==> src/rtl/mem_arb_if.sv <==
// mem_arb_if -- request/response bundle for the two-port memory arbiter.
//   fetch port : f_req, f_addr -> f_gnt, f_done, f_rdata
//   data port  : d_req, d_rw, d_addr, d_wdata -> d_gnt, d_done, d_rdata
//   memory     : rw, addr_in, write_data -> ; read_data ->
//   status     : busy
// slave  = arbiter view, master = requesters/memory view.
interface mem_arb_if #(
  parameter int ADDR_LINE = 32,
  parameter int D_SIZE    = 32
);
  logic                 f_req;
  logic [ADDR_LINE-1:0] f_addr;
  logic                 f_gnt;
  logic                 f_done;
  logic [D_SIZE-1:0]    f_rdata;
  logic                 d_req;
  logic                 d_rw;
  logic [ADDR_LINE-1:0] d_addr;
  logic [D_SIZE-1:0]    d_wdata;
  logic                 d_gnt;
  logic                 d_done;
  logic [D_SIZE-1:0]    d_rdata;
  logic                 rw;
  logic [ADDR_LINE-1:0] addr_in;
  logic [D_SIZE-1:0]    write_data;
  logic [D_SIZE-1:0]    read_data;
  logic                 busy;

  modport slave (
    input  f_req, f_addr, d_req, d_rw, d_addr, d_wdata, read_data,
    output f_gnt, f_done, f_rdata, d_gnt, d_done, d_rdata,
           rw, addr_in, write_data, busy
  );
  modport master (
    output f_req, f_addr, d_req, d_rw, d_addr, d_wdata, read_data,
    input  f_gnt, f_done, f_rdata, d_gnt, d_done, d_rdata,
           rw, addr_in, write_data, busy
  );
endinterface

==> src/rtl/mem_arb.sv <==
// mem_arb -- round-robin arbiter between a fetch (read-only) port and a
// data (read/write) port sharing one fixed-latency memory.
//   clk_i   : clock, rising edge
//   reset_i : synchronous active-high reset
//   bus     : mem_arb_if.slave (request ports, memory side, busy)
// Flow: IDLE samples requests -> ACCESS for MEM_LAT cycles -> RESP (done).
// All outputs are registered except busy, which decodes the state register.
module mem_arb #(
  parameter int ADDR_LINE = 32,
  parameter int D_SIZE    = 32,
  parameter int MEM_LAT   = 1
) (
  input  logic      clk_i,
  input  logic      reset_i,
  mem_arb_if.slave  bus
);
  typedef enum logic [1:0] {IDLE, ACCESS, RESP} state_t;

  state_t               state_q, state_d;
  logic [1:0]           cnt_q, cnt_d;
  logic                 last_d_q, last_d_d;   // 1: data port owned the last grant
  logic                 own_d_q, own_d_d;     // 1: data port owns current txn
  logic                 rw_q, rw_d;
  logic [ADDR_LINE-1:0] addr_q, addr_d;
  logic [D_SIZE-1:0]    wdata_q, wdata_d;
  logic                 f_gnt_q, f_gnt_d, d_gnt_q, d_gnt_d;
  logic                 f_done_q, f_done_d, d_done_q, d_done_d;
  logic [D_SIZE-1:0]    f_rdata_q, f_rdata_d, d_rdata_q, d_rdata_d;
  logic                 pick_d;

  // Data port wins when it is the only requester, or on a tie when the
  // fetch port was granted last (last_d_q resets to 0, so D wins first tie).
  assign pick_d = bus.d_req & (~bus.f_req | ~last_d_q);

  always_comb begin
    state_d   = state_q;
    cnt_d     = cnt_q;
    last_d_d  = last_d_q;
    own_d_d   = own_d_q;
    rw_d      = rw_q;
    addr_d    = addr_q;
    wdata_d   = wdata_q;
    f_gnt_d   = 1'b0;
    d_gnt_d   = 1'b0;
    f_done_d  = 1'b0;
    d_done_d  = 1'b0;
    f_rdata_d = f_rdata_q;
    d_rdata_d = d_rdata_q;
    unique case (state_q)
      IDLE: begin
        rw_d    = 1'b0;
        addr_d  = '0;
        wdata_d = '0;
        if (bus.f_req || bus.d_req) begin
          state_d  = ACCESS;
          cnt_d    = 2'(MEM_LAT - 1);
          own_d_d  = pick_d;
          last_d_d = pick_d;
          rw_d     = pick_d ? bus.d_rw    : 1'b0;
          addr_d   = pick_d ? bus.d_addr  : bus.f_addr;
          wdata_d  = pick_d ? bus.d_wdata : '0;
          d_gnt_d  = pick_d;
          f_gnt_d  = ~pick_d;
        end
      end
      ACCESS: begin
        if (cnt_q == 2'd0) begin
          state_d = RESP;
          // Memory data is valid on the edge closing the last ACCESS cycle.
          if (!rw_q) begin
            if (own_d_q) d_rdata_d = bus.read_data;
            else         f_rdata_d = bus.read_data;
          end
          d_done_d = own_d_q;
          f_done_d = ~own_d_q;
          rw_d     = 1'b0;
          addr_d   = '0;
          wdata_d  = '0;
        end else begin
          cnt_d = cnt_q - 2'd1;
        end
      end
      RESP:    state_d = IDLE;
      default: state_d = IDLE;
    endcase
  end

  always_ff @(posedge clk_i) begin
    if (reset_i) begin
      state_q   <= IDLE;
      cnt_q     <= '0;
      last_d_q  <= 1'b0;
      own_d_q   <= 1'b0;
      rw_q      <= 1'b0;
      addr_q    <= '0;
      wdata_q   <= '0;
      f_gnt_q   <= 1'b0;
      d_gnt_q   <= 1'b0;
      f_done_q  <= 1'b0;
      d_done_q  <= 1'b0;
      f_rdata_q <= '0;
      d_rdata_q <= '0;
    end else begin
      state_q   <= state_d;
      cnt_q     <= cnt_d;
      last_d_q  <= last_d_d;
      own_d_q   <= own_d_d;
      rw_q      <= rw_d;
      addr_q    <= addr_d;
      wdata_q   <= wdata_d;
      f_gnt_q   <= f_gnt_d;
      d_gnt_q   <= d_gnt_d;
      f_done_q  <= f_done_d;
      d_done_q  <= d_done_d;
      f_rdata_q <= f_rdata_d;
      d_rdata_q <= d_rdata_d;
    end
  end

  assign bus.f_gnt      = f_gnt_q;
  assign bus.d_gnt      = d_gnt_q;
  assign bus.f_done     = f_done_q;
  assign bus.d_done     = d_done_q;
  assign bus.f_rdata    = f_rdata_q;
  assign bus.d_rdata    = d_rdata_q;
  assign bus.rw         = rw_q;
  assign bus.addr_in    = addr_q;
  assign bus.write_data = wdata_q;
  assign bus.busy       = (state_q != IDLE);
endmodule

==> src/flat_wrapper.sv <==
// flat-port wrapper written by rule: the top's interface ports become plain ports
module mem_arb_flat 
#(
  parameter int ADDR_LINE = 32,
  parameter int D_SIZE    = 32,
  parameter int MEM_LAT   = 1
)
  (clk_i, reset_i, bus_f_req, bus_f_addr, bus_d_req, bus_d_rw, bus_d_addr, bus_d_wdata, bus_read_data, bus_f_gnt, bus_f_done, bus_f_rdata, bus_d_gnt, bus_d_done, bus_d_rdata, bus_rw, bus_addr_in, bus_write_data, bus_busy);
  mem_arb_if #(.ADDR_LINE(ADDR_LINE), .D_SIZE(D_SIZE)) bus_i ();
  input  logic clk_i;
  input  logic reset_i;
  input wire logic [$bits(bus_i.f_req)-1:0] bus_f_req;
  input wire logic [$bits(bus_i.f_addr)-1:0] bus_f_addr;
  input wire logic [$bits(bus_i.d_req)-1:0] bus_d_req;
  input wire logic [$bits(bus_i.d_rw)-1:0] bus_d_rw;
  input wire logic [$bits(bus_i.d_addr)-1:0] bus_d_addr;
  input wire logic [$bits(bus_i.d_wdata)-1:0] bus_d_wdata;
  input wire logic [$bits(bus_i.read_data)-1:0] bus_read_data;
  output wire logic [$bits(bus_i.f_gnt)-1:0] bus_f_gnt;
  output wire logic [$bits(bus_i.f_done)-1:0] bus_f_done;
  output wire logic [$bits(bus_i.f_rdata)-1:0] bus_f_rdata;
  output wire logic [$bits(bus_i.d_gnt)-1:0] bus_d_gnt;
  output wire logic [$bits(bus_i.d_done)-1:0] bus_d_done;
  output wire logic [$bits(bus_i.d_rdata)-1:0] bus_d_rdata;
  output wire logic [$bits(bus_i.rw)-1:0] bus_rw;
  output wire logic [$bits(bus_i.addr_in)-1:0] bus_addr_in;
  output wire logic [$bits(bus_i.write_data)-1:0] bus_write_data;
  output wire logic [$bits(bus_i.busy)-1:0] bus_busy;
  assign bus_i.f_req = bus_f_req;
  assign bus_i.f_addr = bus_f_addr;
  assign bus_i.d_req = bus_d_req;
  assign bus_i.d_rw = bus_d_rw;
  assign bus_i.d_addr = bus_d_addr;
  assign bus_i.d_wdata = bus_d_wdata;
  assign bus_i.read_data = bus_read_data;
  assign bus_f_gnt = bus_i.f_gnt;
  assign bus_f_done = bus_i.f_done;
  assign bus_f_rdata = bus_i.f_rdata;
  assign bus_d_gnt = bus_i.d_gnt;
  assign bus_d_done = bus_i.d_done;
  assign bus_d_rdata = bus_i.d_rdata;
  assign bus_rw = bus_i.rw;
  assign bus_addr_in = bus_i.addr_in;
  assign bus_write_data = bus_i.write_data;
  assign bus_busy = bus_i.busy;
  mem_arb #(.ADDR_LINE(ADDR_LINE), .D_SIZE(D_SIZE), .MEM_LAT(MEM_LAT)) u_core (.clk_i(clk_i), .reset_i(reset_i), .bus(bus_i));
endmodule
==> config.mk <==
export PLATFORM = sky130hd
export DESIGN_NAME = mem_arb_flat
export DESIGN_NICKNAME = d
export VERILOG_FILES = /design/src/rtl/mem_arb_if.sv /design/src/rtl/mem_arb.sv /design/src/flat_wrapper.sv
export SDC_FILE = /design/constraint.sdc
export NUM_CORES = 1
export LEC_CHECK = 0
export ABC_AREA = 1
export ABC_CLOCK_PERIOD_IN_PS = 1400
export CORE_ASPECT_RATIO = 0.75
export CORE_UTILIZATION = 28
export DETAILED_ROUTE_END_ITERATION = 10
export DONT_BUFFER_PORTS = 1
export PLACE_DENSITY = 0.53
export RECOVER_POWER = 100
export SYNTH_ARGS = -nofsm -noshare
export SYNTH_HDL_FRONTEND = slang
export SYNTH_SLANG_ARGS = --single-unit
==> constraint.sdc <==
create_clock -name clk_i -period 1.4 [get_ports clk_i]
set_input_delay 0.28 -clock clk_i [delete_from_list [all_inputs] [get_ports clk_i]]
set_output_delay 0.28 -clock clk_i [all_outputs]
set_load 0.01 [all_outputs]
# == Yosys cells after proc, flatten, opt, wreduce, memory -nomap -nowiden ==
# Index checks and enable logic that the tools add are counted.
# word_totals
out_inout_bits,134
inputBits,133
regBits,138
elab_cells,57
# classes
eq_ne,4
n_mux,17
add_sub_neg,1
n_bitwise,10
n_reduce_logical,13
# ops
operator,n
32-bit 2-to-1 mux,5
32-bit case mux with 2 select lines,2
2-bit 2-to-1 mux,4
1-bit inverter,8
2-bit case mux with 2 select lines,2
4-bit AND reduction,2
2-bit AND reduction,3
3-bit OR reduction,2
2-bit logical NOT,2
2-bit by 1-bit inequality test with 1-bit output (second input constant),2
2-bit nonzero test,2
1-bit 2-to-1 mux,3
3-bit AND reduction,1
2-bit by 1-bit == test with 1-bit output (second input constant),1
2-bit inequality test (second input constant),1
1-bit case mux with 2 select lines,1
2-bit by 1-bit subtractor with 2-bit output (second input constant),1
1-bit AND,1
1-bit logical OR,1
1-bit OR,1

# == Logic depth before layout (Yosys ltp) ==
# depth
ltp_word,6
ltp_mapped,8
mapped_depth_nobuf,7

# == Worst setup path before layout ==
# No wires, ideal clock.
# synth_path
path_type,reg2reg
start,register u_core.cnt_q[0]
end,register u_core.d_rdata_q[21] (netlist: u_core.bus.d_rdata[21])
n_path_buf,1
arrival_ps,1347
setup_slack_ps,-60
setup_ps,113
required_time_ps,1287
period_less_slack_ps,1460
path_stages_with_launch,9
cell_sequence,dfxtp_1 inv_1 ha_1 nand2_1 nor3_4 buf_6 nand2_1 nand2_1 nor2_1
# synth_between
elab_chain_len,2
# synth_rtl
element,line,rtl
from (decl),mem_arb.sv:20,"logic [1:0] cnt_q, cnt_d;"
from (signal assigned),mem_arb.sv:105,cnt_q <= cnt_d;
2-bit logical NOT,mem_arb.sv:67,if (cnt_q == 2'd0) begin
4-bit AND reduction (no line),-,
to (signal assigned),mem_arb.sv:116,d_rdata_q <= d_rdata_d;
to (decl),mem_arb.sv:28,"logic [D_SIZE-1:0] f_rdata_q, f_rdata_d, d_rdata_q, d_rdata_d;"
# Every way passes these cells.
# A chain may end at the register's enable or synchronous reset.

# == Worst setup path after layout ==
# layout_path
start,register u_core.cnt_q[1]
end,register u_core.d_rdata_q[14] (netlist: u_core.bus.d_rdata[14])
# The elaborated chain is that of the path after synthesis.

==> metrics.md <==
| Metric | Value |
|---|---|
| Status | finished with violations |
| Failing checks | negative hold slack, negative setup slack |
| Syn Inst Count | 815 |
| Unrepaired setup endpoints after global routing | true |
| Worst vdd ir | 0.655 mV |
| GR Overflow Total | 0 |
| Worst slew margin | 76.7% |
| CTS Buf Count | 17 |
| Fin. max-slew vios | 0 |
| CP Class | flop to flop |
| Min-delay src | reset_i |
| Total power | 10.9 mW |
| Clock Tree Root | clkbuf_16 |
| Synth cell types | 20 |
| Reg2reg setup slack | -10 ps |
| CP startpoint kind | flop |
| Clk network pwr share | 42.6% |
| Busiest grt layer | met2 |
| Place WS | -71.5 ps |
| Final worst path period need | 1410 ps |
| RR Startpoint | u_core.cnt_q[1] |
| CTS tree | done |
| DRC viols | 0 |
| Post-synth EDFFs | 0 |
| Vias in the first global route | 4973 |
| YS warnings | 0 |
| Final hold viol count | 47 |
| First-pass GRT wire length | 27800 µm |
| Internal Pwr Total | 7.63 mW |
| Worst-Skew Late Latency | 420 ps |
| Post-synth ARST share | 0% |
| Critical Path RT | 1750 ps |
| Filler cell count | 2059 |
| Synthesized area per cell | 6.99 µm² |
| Critical-path maximum fanout | 8 |
| Leading area contributor after synthesis | dfxtp_1 |
| Post-synth top cells | nand2_1, dfxtp_1, nor2_1 |
| M3 GR Usage | 7.76% |
| Worst-path cell chain | inv_2 -> ha_4 -> nand2_4 -> nor3_4 -> buf_4 -> buf_8 -> clkbuf_16 -> nor2_1 -> nor2_1 |
| Die area | 20900 µm² |
| Final HPWL DP | 11200 µm |
| Router iterations before antenna repair | 4 |
| Synth Cell Area | 5700 µm² |
| Period utilization | 101% |
| Top-count cell post-synth | nand2_1 |
| Switching power of the nets | 3.24 mW |
| I/O pin count | 267 |
| R2r endpoint | u_core.bus.d_rdata[14] |
| Final Skew | 13.3 ps |
| Antenna viol nets, final | 0 |
| PD cells | 1390 nW/µm² |
| Clock Path Buffers | 2 |
| Starting Density | 29.0% |
| M1 GR Usage | 20.2% |
| Leakage Power | 3.46 nW |
| WL final | 18900 µm |
| Hold Path Stages | 1 |
| Register bit total from synthesis | 138 |
| Combinational power share | 14.7% |
| Met2 Usage GRT | 27.7% |
| Layout cells sized above 1 | 23.9% |
| CTS Sinks | 138 |
| DR vias | 5302 |
| Critical Path AT | 1760 ps |
| Initial antenna violation count | 0 |
| Vias/cell | 4.75 |
| Fmax | 707 MHz |
| Final Core Density | 39.8% |
| Die width | 167 µm |
| Core area | 19700 µm² |
| Hold buffer count at CTS | 29 |
| Max-Cap Viols | 0 |
| Sequential Power Share | 42.6% |
| Ant. Diodes | 0 |
| CP Capture Type | flop |
| Share of Yosys cell area claimed by the top area cell type | 48.5% |
| Top cells by area, synth | dfxtp_1, nand2_1, nand3_1 |
| H-tree depth | 4 |
| Gpl congestion | 0.755 |
| Tot GR Track Use | 17.0% |
| First DRT Iteration DRCs | 301 |
| Slew at the pin with the worst max-slew slack | 350 ps |
| Syn nets | 949 |
| Switching share of power | 29.8% |
| Ys flop type | dfxtp_1 |
| Setup crit start | u_core.cnt_q[1] |
| IO buf count | 0 |
| Clk slew on worst S/H paths | 70 ps |
| Cell Rows | 44 |
| WL/cell | 17.0 µm |
| Area delta synth->final | 37.1% |
| Hold WC Path Type | input pin to flop |
| Slack of the critical path | -13.8 ps |
| Nets | 984 |
| Largest net degree at the start of global routing | 72 |
| Final setup viols | 4 |
| Fin Hold WS | -69.0 ps |
| Cells on worst reg2reg path | 9 |
| Hold Path End | u_core.bus.write_data[28] |
| Post-synthesis sequential area ratio | 48.5% |
| Die H | 126 µm |
| Crit path top cell by count | nor2_1 |
| Max stage delay cell, worst path | dfxtp_2 |
| Crit path largest cell delay | 320 ps |
==> power groups by stage <==
stage | sequential [mW] | combinational (mW) | clock, mW
after global routing | 4.66 | 1.77 | 4.94
after detailed placement | 4.69 | 1.18 | 0
after global placement | 4.69 | 1.17 | 0
after floorplan | 4.60 | 0.865 | 0
final | 4.63 | 1.60 | 4.63
after CTS | 4.60 | 1.37 | 4.77
==> registers in the layout (all words and copies together) (netlist names), 2 cells and up <==
signal and count:
u_core.bus.addr_in 32, u_core.bus.d_rdata 32, u_core.bus.f_rdata 32, u_core.bus.write_data 32
u_core.cnt_q 2, u_core.state_q 2
==> cells by family (layout without fill, tap and decap cells) <==
group	after synthesis	in the layout	synth area share (%)
AOI/OAI and AO/OA	101	101	8.87
DFF	138	138	48.5
adders and majority gates	1	1	0.219
and+or+nand+nor	413	413	30.5
buffers and inverters	162	210	11.9
==> worst max-delay path by stage <==
stage,slack (ps),endpoint,depth (start not counted)
CTS,-30,u_core.bus.d_rdata[17],10
detailed placement,-70,u_core.bus.d_rdata[17],8
finish,-10,u_core.bus.d_rdata[14],9
global route,-90,u_core.bus.d_rdata[8],9
global placement,-40,u_core.bus.d_rdata[7],8
floorplan,6,u_core.bus.d_rdata[21],8
==> stage by stage <==
stage / cell area, µm² / instances / TNS, ps
final: 7810 / 1116 / -34.1
after global routing: 7810 / 1116 / -3780
after CTS: 7190 / 1108 / -168
after detailed placement: 6050 / 1037 / -1870
after global placement: 6050 / 1037 / -577
after floorplan: 5700 / 815 / 0
==> per-layer routing <==
metal | routed length [µm] | up-vias | part of all wire (%)
li1 | - | 2625 | -
met1 | 8080 | 2471 | 43
met2 | 8980 | 198 | 47
met3 | 1740 | 8 | 9.2
met4 | 121 | 0 | 0.64
met5 | 0 | - | 0
==> critical path, delay by kind of cell (launching register included) <==
kind / cells / cell delay [ps]
buffers and inverters: 4 / 520
DFF: 1 / 320
and+or+nand+nor: 4 / 340
adders and majority gates: 1 / 150
==> layout by cell type, fill, tap and decap left out, types with 26 or more instances in the layout <==
| cell | n |
|---|---|
| a21oi_2 | 40 |
| dfxtp_1 | 135 |
| nor3_1 | 32 |
| a21oi_1 | 26 |
| o21ai_0 | 29 |
| nand2_1 | 110 |
| dlygate4sd3_1 | 29 |
| nand3_1 | 100 |
| nand2_2 | 44 |
| inv_1 | 100 |
| nor2_1 | 89 |
==> area by class of cell <==
class	count	area [µm²]	share of cell area (%)
Multi-Input combinational cell	515	2780	35.6
Tap cell	253	317	4.05
Clock inverter	15	175	2.24
Clock buffer	17	425	5.44
Sequential cell	138	2770	35.4
Inverter	106	400	5.12
Timing Repair Buffer	72	947	12.1
==> timing repair <==
| action | in CTS | in global routing |
|---|---|---|
| resized for setup | 28 | 153 |
| endpoints found under the setup margin | 33 | 130 |
| buffers inserted | 6 | 3 |
| cloned | 4 | 6 |
| pin swaps | 4 | 67 |
| hold endpoints to repair | 99 | 70 |
Power figures use the tool's default switching activity.
